`src/rtl/vcgc_pkg.sv`:
```
// Shared types and constants for the vertex-colouring backtracking search.
// Optional cycle budget is enabled with the VCGC_CYCLE_LIMIT_EN macro.
package vcgc_pkg;

    localparam int NUM_V_DEF   = 30;
    localparam int COLOR_W_DEF = 2;
    localparam int NCOL        = 2 ** COLOR_W_DEF;

    typedef enum logic [1:0] {
        IDLE,
        ASSIGN,
        BACKTRACK,
        DONE
    } state_t;

    typedef logic [COLOR_W_DEF-1:0]        color_t;
    typedef logic [$clog2(NUM_V_DEF)-1:0]  vidx_t;

    // Number of colours for a given colour width.
    function automatic int ncol_of(input int color_w);
        return 1 << color_w;
    endfunction

endpackage

```
`src/rtl/vcgc_color_search_if.sv`:
```
// Edge-load / search-control bus of the backtracking colourer.
// slave = the colourer, master = whoever loads the graph and starts the search.
interface vcgc_color_search_if #(
    parameter int NUM_V   = 30,
    parameter int COLOR_W = 2
);
    localparam int VW = $clog2(NUM_V);

    logic                     clr_i;
    logic                     edge_valid;
    logic                     edge_ready;
    logic [VW-1:0]            edge_u;
    logic [VW-1:0]            edge_v;
    logic                     start_i;
    logic                     busy_o;
    logic                     done_o;
    logic                     success_o;
    logic                     timeout_o;
    logic [NUM_V*COLOR_W-1:0] color_o;

    modport master (
        output clr_i, edge_valid, edge_u, edge_v, start_i,
        input  edge_ready, busy_o, done_o, success_o, timeout_o, color_o
    );

    modport slave (
        input  clr_i, edge_valid, edge_u, edge_v, start_i,
        output edge_ready, busy_o, done_o, success_o, timeout_o, color_o
    );

endinterface

```
`src/rtl/vcgc_conflict_check.sv`:
```
// Combinational conflict test: does candidate colour cand clash with any
// already-coloured neighbour u < v of vertex v?
module vcgc_conflict_check
    import vcgc_pkg::*;
#(
    parameter int NUM_V   = 30,
    parameter int COLOR_W = 2,
    localparam int VW     = $clog2(NUM_V)
) (
    input  logic [NUM_V-1:0]         adj_row,
    input  logic [NUM_V*COLOR_W-1:0] colors,
    input  logic [VW-1:0]            v,
    input  logic [COLOR_W-1:0]       cand,
    output logic                     conflict
);

    always_comb begin
        // NOTE: assigning a default before the loop keeps this purely combinational (no latch).
        conflict = 1'b0;
        for (int u = 0; u < NUM_V; u++) begin
            if ((u < int'(v)) && adj_row[u] && (colors[COLOR_W*u +: COLOR_W] == cand)) begin
                conflict = 1'b1;
            end
        end
    end

endmodule

```
`src/rtl/vcgc_color_search.sv`:
```
// Sequential backtracking vertex colourer: loads a graph edge by edge, searches for
// the lexicographically first proper colouring. VCGC_CYCLE_LIMIT_EN adds a cycle budget.
module vcgc_color_search
    import vcgc_pkg::*;
#(
    parameter int NUM_V   = 30,
    parameter int COLOR_W = 2
`ifdef VCGC_CYCLE_LIMIT_EN
    ,
    parameter int MAX_CYCLES = 65535
`endif
) (
    input logic                clk,
    input logic                rst,
    vcgc_color_search_if.slave bus
);

    localparam int                 VW       = $clog2(NUM_V);
    localparam logic [VW-1:0]      LAST_V   = VW'(NUM_V - 1);
    localparam logic [COLOR_W-1:0] CAND_MAX = COLOR_W'(ncol_of(COLOR_W) - 1);

    state_t                   state;
    logic [NUM_V-1:0]         adj [NUM_V];
    logic [NUM_V*COLOR_W-1:0] col_q;
    logic [VW-1:0]            v_q;
    logic [COLOR_W-1:0]       cand_q;
    logic                     ready_q;
    logic                     busy_q;
    logic                     done_q;
    logic                     success_q;
    logic                     conflict;
    logic                     edge_ok;
    logic [COLOR_W-1:0]       prev_col;
`ifdef VCGC_CYCLE_LIMIT_EN
    logic [31:0]              cyc_q;
    logic                     timeout_q;
    logic                     budget_hit;

    assign budget_hit = (cyc_q + 32'd1) >= 32'(MAX_CYCLES);
`endif

    // Self-loops and out-of-range endpoints never reach the matrix.
    assign edge_ok = bus.edge_valid && (bus.edge_u != bus.edge_v) &&
                     (int'(bus.edge_u) < NUM_V) && (int'(bus.edge_v) < NUM_V);

    always_comb begin
        prev_col = '0;
        if (v_q != '0) begin
            prev_col = col_q[COLOR_W*(int'(v_q) - 1) +: COLOR_W];
        end
    end

    vcgc_conflict_check #(
        .NUM_V   (NUM_V),
        .COLOR_W (COLOR_W)
    ) u_conflict_check (
        .adj_row  (adj[v_q]),
        .colors   (col_q),
        .v        (v_q),
        .cand     (cand_q),
        .conflict (conflict)
    );

    always_ff @(posedge clk) begin
        if (rst) begin
            state     <= IDLE;
            // NOTE: the adjacency matrix is reset explicitly because reset must leave an empty graph.
            for (int i = 0; i < NUM_V; i++) begin
                adj[i] <= '0;
            end
            col_q     <= '0;
            v_q       <= '0;
            cand_q    <= '0;
            ready_q   <= 1'b1;
            busy_q    <= 1'b0;
            done_q    <= 1'b0;
            success_q <= 1'b0;
`ifdef VCGC_CYCLE_LIMIT_EN
            cyc_q     <= '0;
            timeout_q <= 1'b0;
`endif
        end else begin
            case (state)
                IDLE, DONE: begin
                    // Clear wins over a same-cycle edge write; the matrix stays symmetric.
                    for (int i = 0; i < NUM_V; i++) begin
                        for (int j = 0; j < NUM_V; j++) begin
                            if (bus.clr_i) begin
                                adj[i][j] <= 1'b0;
                            end else if (edge_ok &&
                                         (((i == int'(bus.edge_u)) && (j == int'(bus.edge_v))) ||
                                          ((i == int'(bus.edge_v)) && (j == int'(bus.edge_u))))) begin
                                adj[i][j] <= 1'b1;
                            end
                        end
                    end
                    if (bus.start_i) begin
                        state     <= ASSIGN;
                        v_q       <= '0;
                        cand_q    <= '0;
                        col_q     <= '0;
                        ready_q   <= 1'b0;
                        busy_q    <= 1'b1;
                        done_q    <= 1'b0;
                        success_q <= 1'b0;
`ifdef VCGC_CYCLE_LIMIT_EN
                        cyc_q     <= '0;
                        timeout_q <= 1'b0;
`endif
                    end
                end

                ASSIGN: begin
                    if (!conflict) begin
                        col_q[COLOR_W*int'(v_q) +: COLOR_W] <= cand_q;
                        if (v_q == LAST_V) begin
                            state     <= DONE;
                            ready_q   <= 1'b1;
                            busy_q    <= 1'b0;
                            done_q    <= 1'b1;
                            success_q <= 1'b1;
                        end else begin
                            v_q    <= v_q + VW'(1);
                            cand_q <= '0;
                        end
                    end else if (cand_q == CAND_MAX) begin
                        state <= BACKTRACK;
                    end else begin
                        cand_q <= cand_q + COLOR_W'(1);
                    end
                end

                BACKTRACK: begin
                    if (v_q == '0) begin
                        state     <= DONE;
                        ready_q   <= 1'b1;
                        busy_q    <= 1'b0;
                        done_q    <= 1'b1;
                        success_q <= 1'b0;
                    end else begin
                        v_q <= v_q - VW'(1);
                        // A predecessor already at the last colour is exhausted: keep unwinding.
                        if (prev_col != CAND_MAX) begin
                            cand_q <= prev_col + COLOR_W'(1);
                            state  <= ASSIGN;
                        end
                    end
                end

                default: state <= IDLE;
            endcase

`ifdef VCGC_CYCLE_LIMIT_EN
            // Budget exhaustion overrides whatever the search step decided this cycle.
            if ((state == ASSIGN) || (state == BACKTRACK)) begin
                cyc_q <= cyc_q + 32'd1;
                if (budget_hit) begin
                    state     <= DONE;
                    ready_q   <= 1'b1;
                    busy_q    <= 1'b0;
                    done_q    <= 1'b1;
                    success_q <= 1'b0;
                    timeout_q <= 1'b1;
                end
            end
`endif
        end
    end

    assign bus.edge_ready = ready_q;
    assign bus.busy_o     = busy_q;
    assign bus.done_o     = done_q;
    assign bus.success_o  = success_q;
    assign bus.color_o    = col_q;
`ifdef VCGC_CYCLE_LIMIT_EN
    assign bus.timeout_o  = timeout_q;
`else
    assign bus.timeout_o  = 1'b0;
`endif

endmodule

```
`src/flat_wrapper.sv`:
```
// flat-port wrapper written by rule: the top's interface ports become plain ports
module vcgc_color_search_flat import vcgc_pkg::*;
#(
    parameter int NUM_V   = 30,
    parameter int COLOR_W = 2

)
  (clk, rst, bus_clr_i, bus_edge_valid, bus_edge_u, bus_edge_v, bus_start_i, bus_edge_ready, bus_busy_o, bus_done_o, bus_success_o, bus_timeout_o, bus_color_o);
  vcgc_color_search_if #(.NUM_V(NUM_V), .COLOR_W(COLOR_W)) bus_i ();
  input logic clk;
  input logic rst;
  input wire logic [$bits(bus_i.clr_i)-1:0] bus_clr_i;
  input wire logic [$bits(bus_i.edge_valid)-1:0] bus_edge_valid;
  input wire logic [$bits(bus_i.edge_u)-1:0] bus_edge_u;
  input wire logic [$bits(bus_i.edge_v)-1:0] bus_edge_v;
  input wire logic [$bits(bus_i.start_i)-1:0] bus_start_i;
  output wire logic [$bits(bus_i.edge_ready)-1:0] bus_edge_ready;
  output wire logic [$bits(bus_i.busy_o)-1:0] bus_busy_o;
  output wire logic [$bits(bus_i.done_o)-1:0] bus_done_o;
  output wire logic [$bits(bus_i.success_o)-1:0] bus_success_o;
  output wire logic [$bits(bus_i.timeout_o)-1:0] bus_timeout_o;
  output wire logic [$bits(bus_i.color_o)-1:0] bus_color_o;
  assign bus_i.clr_i = bus_clr_i;
  assign bus_i.edge_valid = bus_edge_valid;
  assign bus_i.edge_u = bus_edge_u;
  assign bus_i.edge_v = bus_edge_v;
  assign bus_i.start_i = bus_start_i;
  assign bus_edge_ready = bus_i.edge_ready;
  assign bus_busy_o = bus_i.busy_o;
  assign bus_done_o = bus_i.done_o;
  assign bus_success_o = bus_i.success_o;
  assign bus_timeout_o = bus_i.timeout_o;
  assign bus_color_o = bus_i.color_o;
  vcgc_color_search #(.NUM_V(NUM_V), .COLOR_W(COLOR_W)) u_core (.clk(clk), .rst(rst), .bus(bus_i));
endmodule
```
`config.mk`:
```
export PLATFORM = sky130hd
export DESIGN_NAME = vcgc_color_search_flat
export DESIGN_NICKNAME = d
export VERILOG_FILES = /design/src/rtl/vcgc_pkg.sv /design/src/rtl/vcgc_color_search_if.sv /design/src/rtl/vcgc_conflict_check.sv /design/src/rtl/vcgc_color_search.sv /design/src/flat_wrapper.sv
export SDC_FILE = /design/constraint.sdc
export NUM_CORES = 2
export LEC_CHECK = 0
export CORE_ASPECT_RATIO = 0.9
export CORE_MARGIN = 1.5
export CORE_UTILIZATION = 45
export CTS_CLUSTER_DIAMETER = 150
export DETAILED_ROUTE_END_ITERATION = 12
export GPL_ROUTABILITY_DRIVEN = 0
export SETUP_SLACK_MARGIN = 0.5
export SLEW_MARGIN = 20
export SYNTH_ARGS = -nofsm -noshare
export SYNTH_HDL_FRONTEND = slang
export SYNTH_SLANG_ARGS = --single-unit
```
`constraint.sdc`:
```
create_clock -name clk -period 5.5 [get_ports clk]
set_input_delay 1.1 -clock clk [delete_from_list [all_inputs] [get_ports clk]]
set_output_delay 1.1 -clock clk [all_outputs]
set_load 0.03 [all_outputs]
```
==> impl_metrics.yaml <==
drt:
  drt_pass1_iterations: 7
  finalWirelength_mm: 177
  drc_errors: 0
  vias: 38000
  drtAntennaViolNets: 0
  viasPerCell: 7.00
  wire_per_inst_um: 32.5
  drt_iter0_drc: 7642
outcome:
  status: "finished, final reports clean"
global_routing:
  use_met1_pct: 47.9
  use_met2_pct: 49.6
  track_usage_pct: 34.5
  grt_pass1_wl_mm: 251
  grt_max_degree: 241
  use_met3_pct: 9.83
  gr-total-overflow: 0
  antenna_found_initial: 6
  grt_pass1_vias: 34200
  busiest_layer: "met2"
layout:
  finalNonFillerCells: 5431
  layout_commonest_cell: "nor2_1"
  layout_common_cells: "754 x nor2_1, 698 x edfxtp_1, 483 x o21ai_0"
  synthToLayoutAreaGrowth_pct: 11.9
  drive_gt1_share_pct: 15.6
  final_nets: 4109
clock_tree:
  postCtsHoldBufs: 0
  clkLatencyLatePin_ps: 680
  cts_buffers: 87
  cts_tree: "built"
  htreeDepth: 3
  clkSinkCount: 776
  clkTransAtPathRegs_ps: 60
  cts_buffer_depth: 3
  cts_root_buf: "clkbuf_16"
job:
  cap_violations: 0
timing:
  period_share_pct: 89.1
  worst_pin_slew_ps: 1140
  clock_skew_ps: 27.7
  holdWs_ps: 491
  finalSetupTns_ps: 0
  setup_viol: 0
  max_slew_margin_pct: 23.7
  rsz0062_at_grt: "false"
  drv_slew: 0
  hold_violations: 0
  period_needed_ps: 4900
  max_freq_mhz: 204
synth:
  ys_types: 87
  synth_top_area_cell: "edfxtp_1"
  netlist_instances: 4171
  ys_ff_latch: 776
  ys_warn_count: 0
  syn-cell-area_um2: 44300
  yosysTopAreaCellShare_pct: 47.3
  synth_top_flop_cell: "edfxtp_1"
  avgSynthCellArea_um2: 10.6
  ys_seq_area_share_pct: 50.8
  netlist_top_cells_area: "edfxtp_1 47%, mux4_2 9.2%, a22oi_1 7.2%"
  synthArstFlopShare_pct: 0
  synth_edf_count: 698
worst_setup_path:
  cp_max_fo: 24
  critPathBufInv: 2
  crit_arrival_ps: 5460
  cp.depth: 11
  cp_slowest_cell: "nor3_1"
  cp-start-kind: "flop"
  worstPathCellList: "buf_12 > buf_4 > mux2i_1 > o22ai_1 > nor3_1 > nor4_1 > a2111oi_2 > or4b_1 > o21ai_2 > nand2_1 > a311o_1"
  reg2reg_setup_slack_ps: 600
  crit_type: "reg2reg"
  slowest_delay_ps: 870
  r2r_end: "u_core.bus.color_o[1]$_SDFFE_PP0P_"
  reg2regPathDepth: 11
  cp-end-kind: "flop"
  required_ps: 6060
  cpLargestDelayFamily: "simple AND/OR/NAND/NOR gates"
floorplan:
  core_region_area_um2: 97900
  start_util_pct: 45.3
  row_count: 109
  die-area_um2: 100000
  die_x_um: 334
  io_pins: 80
  die_h_um: 301
placement:
  dpl.hpwl_mm: 119
  dp_cells: 5265
  port_buffers: 78
power:
  p_per_area_nw_per_um2: 361
  p_comb_share_pct: 21.9
  p_sw_w: 0.00578
  ir_drop_v: 0.000245
  leakagePower_nw: 15.5
  p_int_w: 0.0121
  switching_share_pct: 32.3
  seq_power_share_pct: 45.3
  clkPwrFrac_pct: 32.8
min_path:
  min_to: "u_core.bus.busy_o$_SDFFE_PP0P_"
  worstHoldPathType: "reg2reg"
  whs_path_depth: 2
  hp-start: "u_core.bus.busy_o$_SDFFE_PP0P_"
-- power groups by stage --
stage	Sequential [W]	Combinational (W)	Clock, W
after floorplan	0.00780	0.00254	0
after global placement	0.00821	0.00366	0
after detailed placement	0.00821	0.00371	0
after CTS	0.00809	0.00372	0.00591
after global routing	0.00815	0.00409	0.00610
final	0.00812	0.00392	0.00588
-- synthesized netlist by cell type, drive strengths merged, types with 38 or more instances --
library cell and count:
buf 91, o21ai 488, a22oi 426, mux4 181, nand2 144, nor3 65
edfxtp 698, clkbuf 386, a21oi 51, inv 77, nand3 38, nor2 804
mux2i 100, dfxtp 78
-- registers in the layout (all words and copies together), names as in the netlist, named ones only --
signal                 cells
u_core.bus.done_o          1
u_core.bus.success_o       1
u_core.adj               698
u_core.bus.color_o        60
u_core.cand_q              2
u_core.state               2
u_core.bus.busy_o          1
u_core.bus.edge_ready      1
u_core.v_q                 5
-- metrics by stage --
stage	power (W)	util [%]	area [um2]	setup slack, ps
6_report	0.0179	50.7	49600	600
5_1_grt	0.0183	50.7	49600	531
4_1_cts	0.0177	50.6	49500	520
3_5_place_dp	0.0119	47.7	46700	556
3_3_place_gp	0.0119	47.7	46700	671
2_1_floorplan	0.0103	-	44400	1190
-- how the worst max path moves through the flow --
| stage | slack (ps) | to |
|---|---|---|
| after CTS | 520 | u_core.bus.color_o[1]$_SDFFE_PP0P_ |
| after global placement | 670 | u_core.bus.color_o[0]$_SDFFE_PP0P_ |
| final | 600 | u_core.bus.color_o[1]$_SDFFE_PP0P_ |
| after floorplan | 1190 | u_core.cand_q[0]$_SDFFE_PP0P_ |
| after detailed placement | 560 | u_core.bus.color_o[0]$_SDFFE_PP0P_ |
| after global routing | 530 | u_core.bus.color_o[22]$_SDFFE_PP0P_ |
-- metal layers --
layer | part of all wire [%] | vias up | wire length (um)
met1 | 37 | 18600 | 65300
met2 | 42 | 3189 | 73900
li1 | - | 15700 | -
met3 | 15 | 550 | 26500
met5 | 0.087 | - | 153
met4 | 6.1 | 10 | 10800
-- cells by family (layout without fill, tap and decap cells) --
group	after synthesis	count (layout)	share of synthesized area, %
AO/OA/AOI/OAI	1229	1229	18.2
AND/OR/NAND/NOR	1212	1212	11.7
flip-flops	776	776	50.8
buffers and inverters	557	508	5.27
multiplexers	318	318	12.4
XOR/XNOR	69	69	1.36
adder cells (fa/ha/maj)	9	9	0.254
other	1	34	0.00846
-- cell type report --
| class | instances | area (um2) |
|---|---|---|
| fill | 8622 | 48300 |
| sequential | 776 | 22500 |
| multi-input combinational | 2868 | 19800 |
| timing repair buffer | 272 | 2570 |
| clock buffer | 104 | 2280 |
| tap | 1276 | 1600 |
| clock inverter | 52 | 495 |
| inverter | 80 | 300 |
| antenna | 3 | 7.51 |
-- repair_timing --
action	in CTS	in global routing
endpoints found under the setup margin	0	40
setup buffers	0	7
gates resized for setup	0	2
-- worst reg2reg max path: stages, from the launching register on --
cell and delay [ps]:
dfxtp_4 660, buf_12 290, buf_4 230, mux2i_1 230
o22ai_1 100, nor3_1 870, nor4_1 200, a2111oi_2 560
or4b_1 640, o21ai_2 250, nand2_1 310, a311o_1 450
No activity file was read; power rests on OpenSTA's default activity.
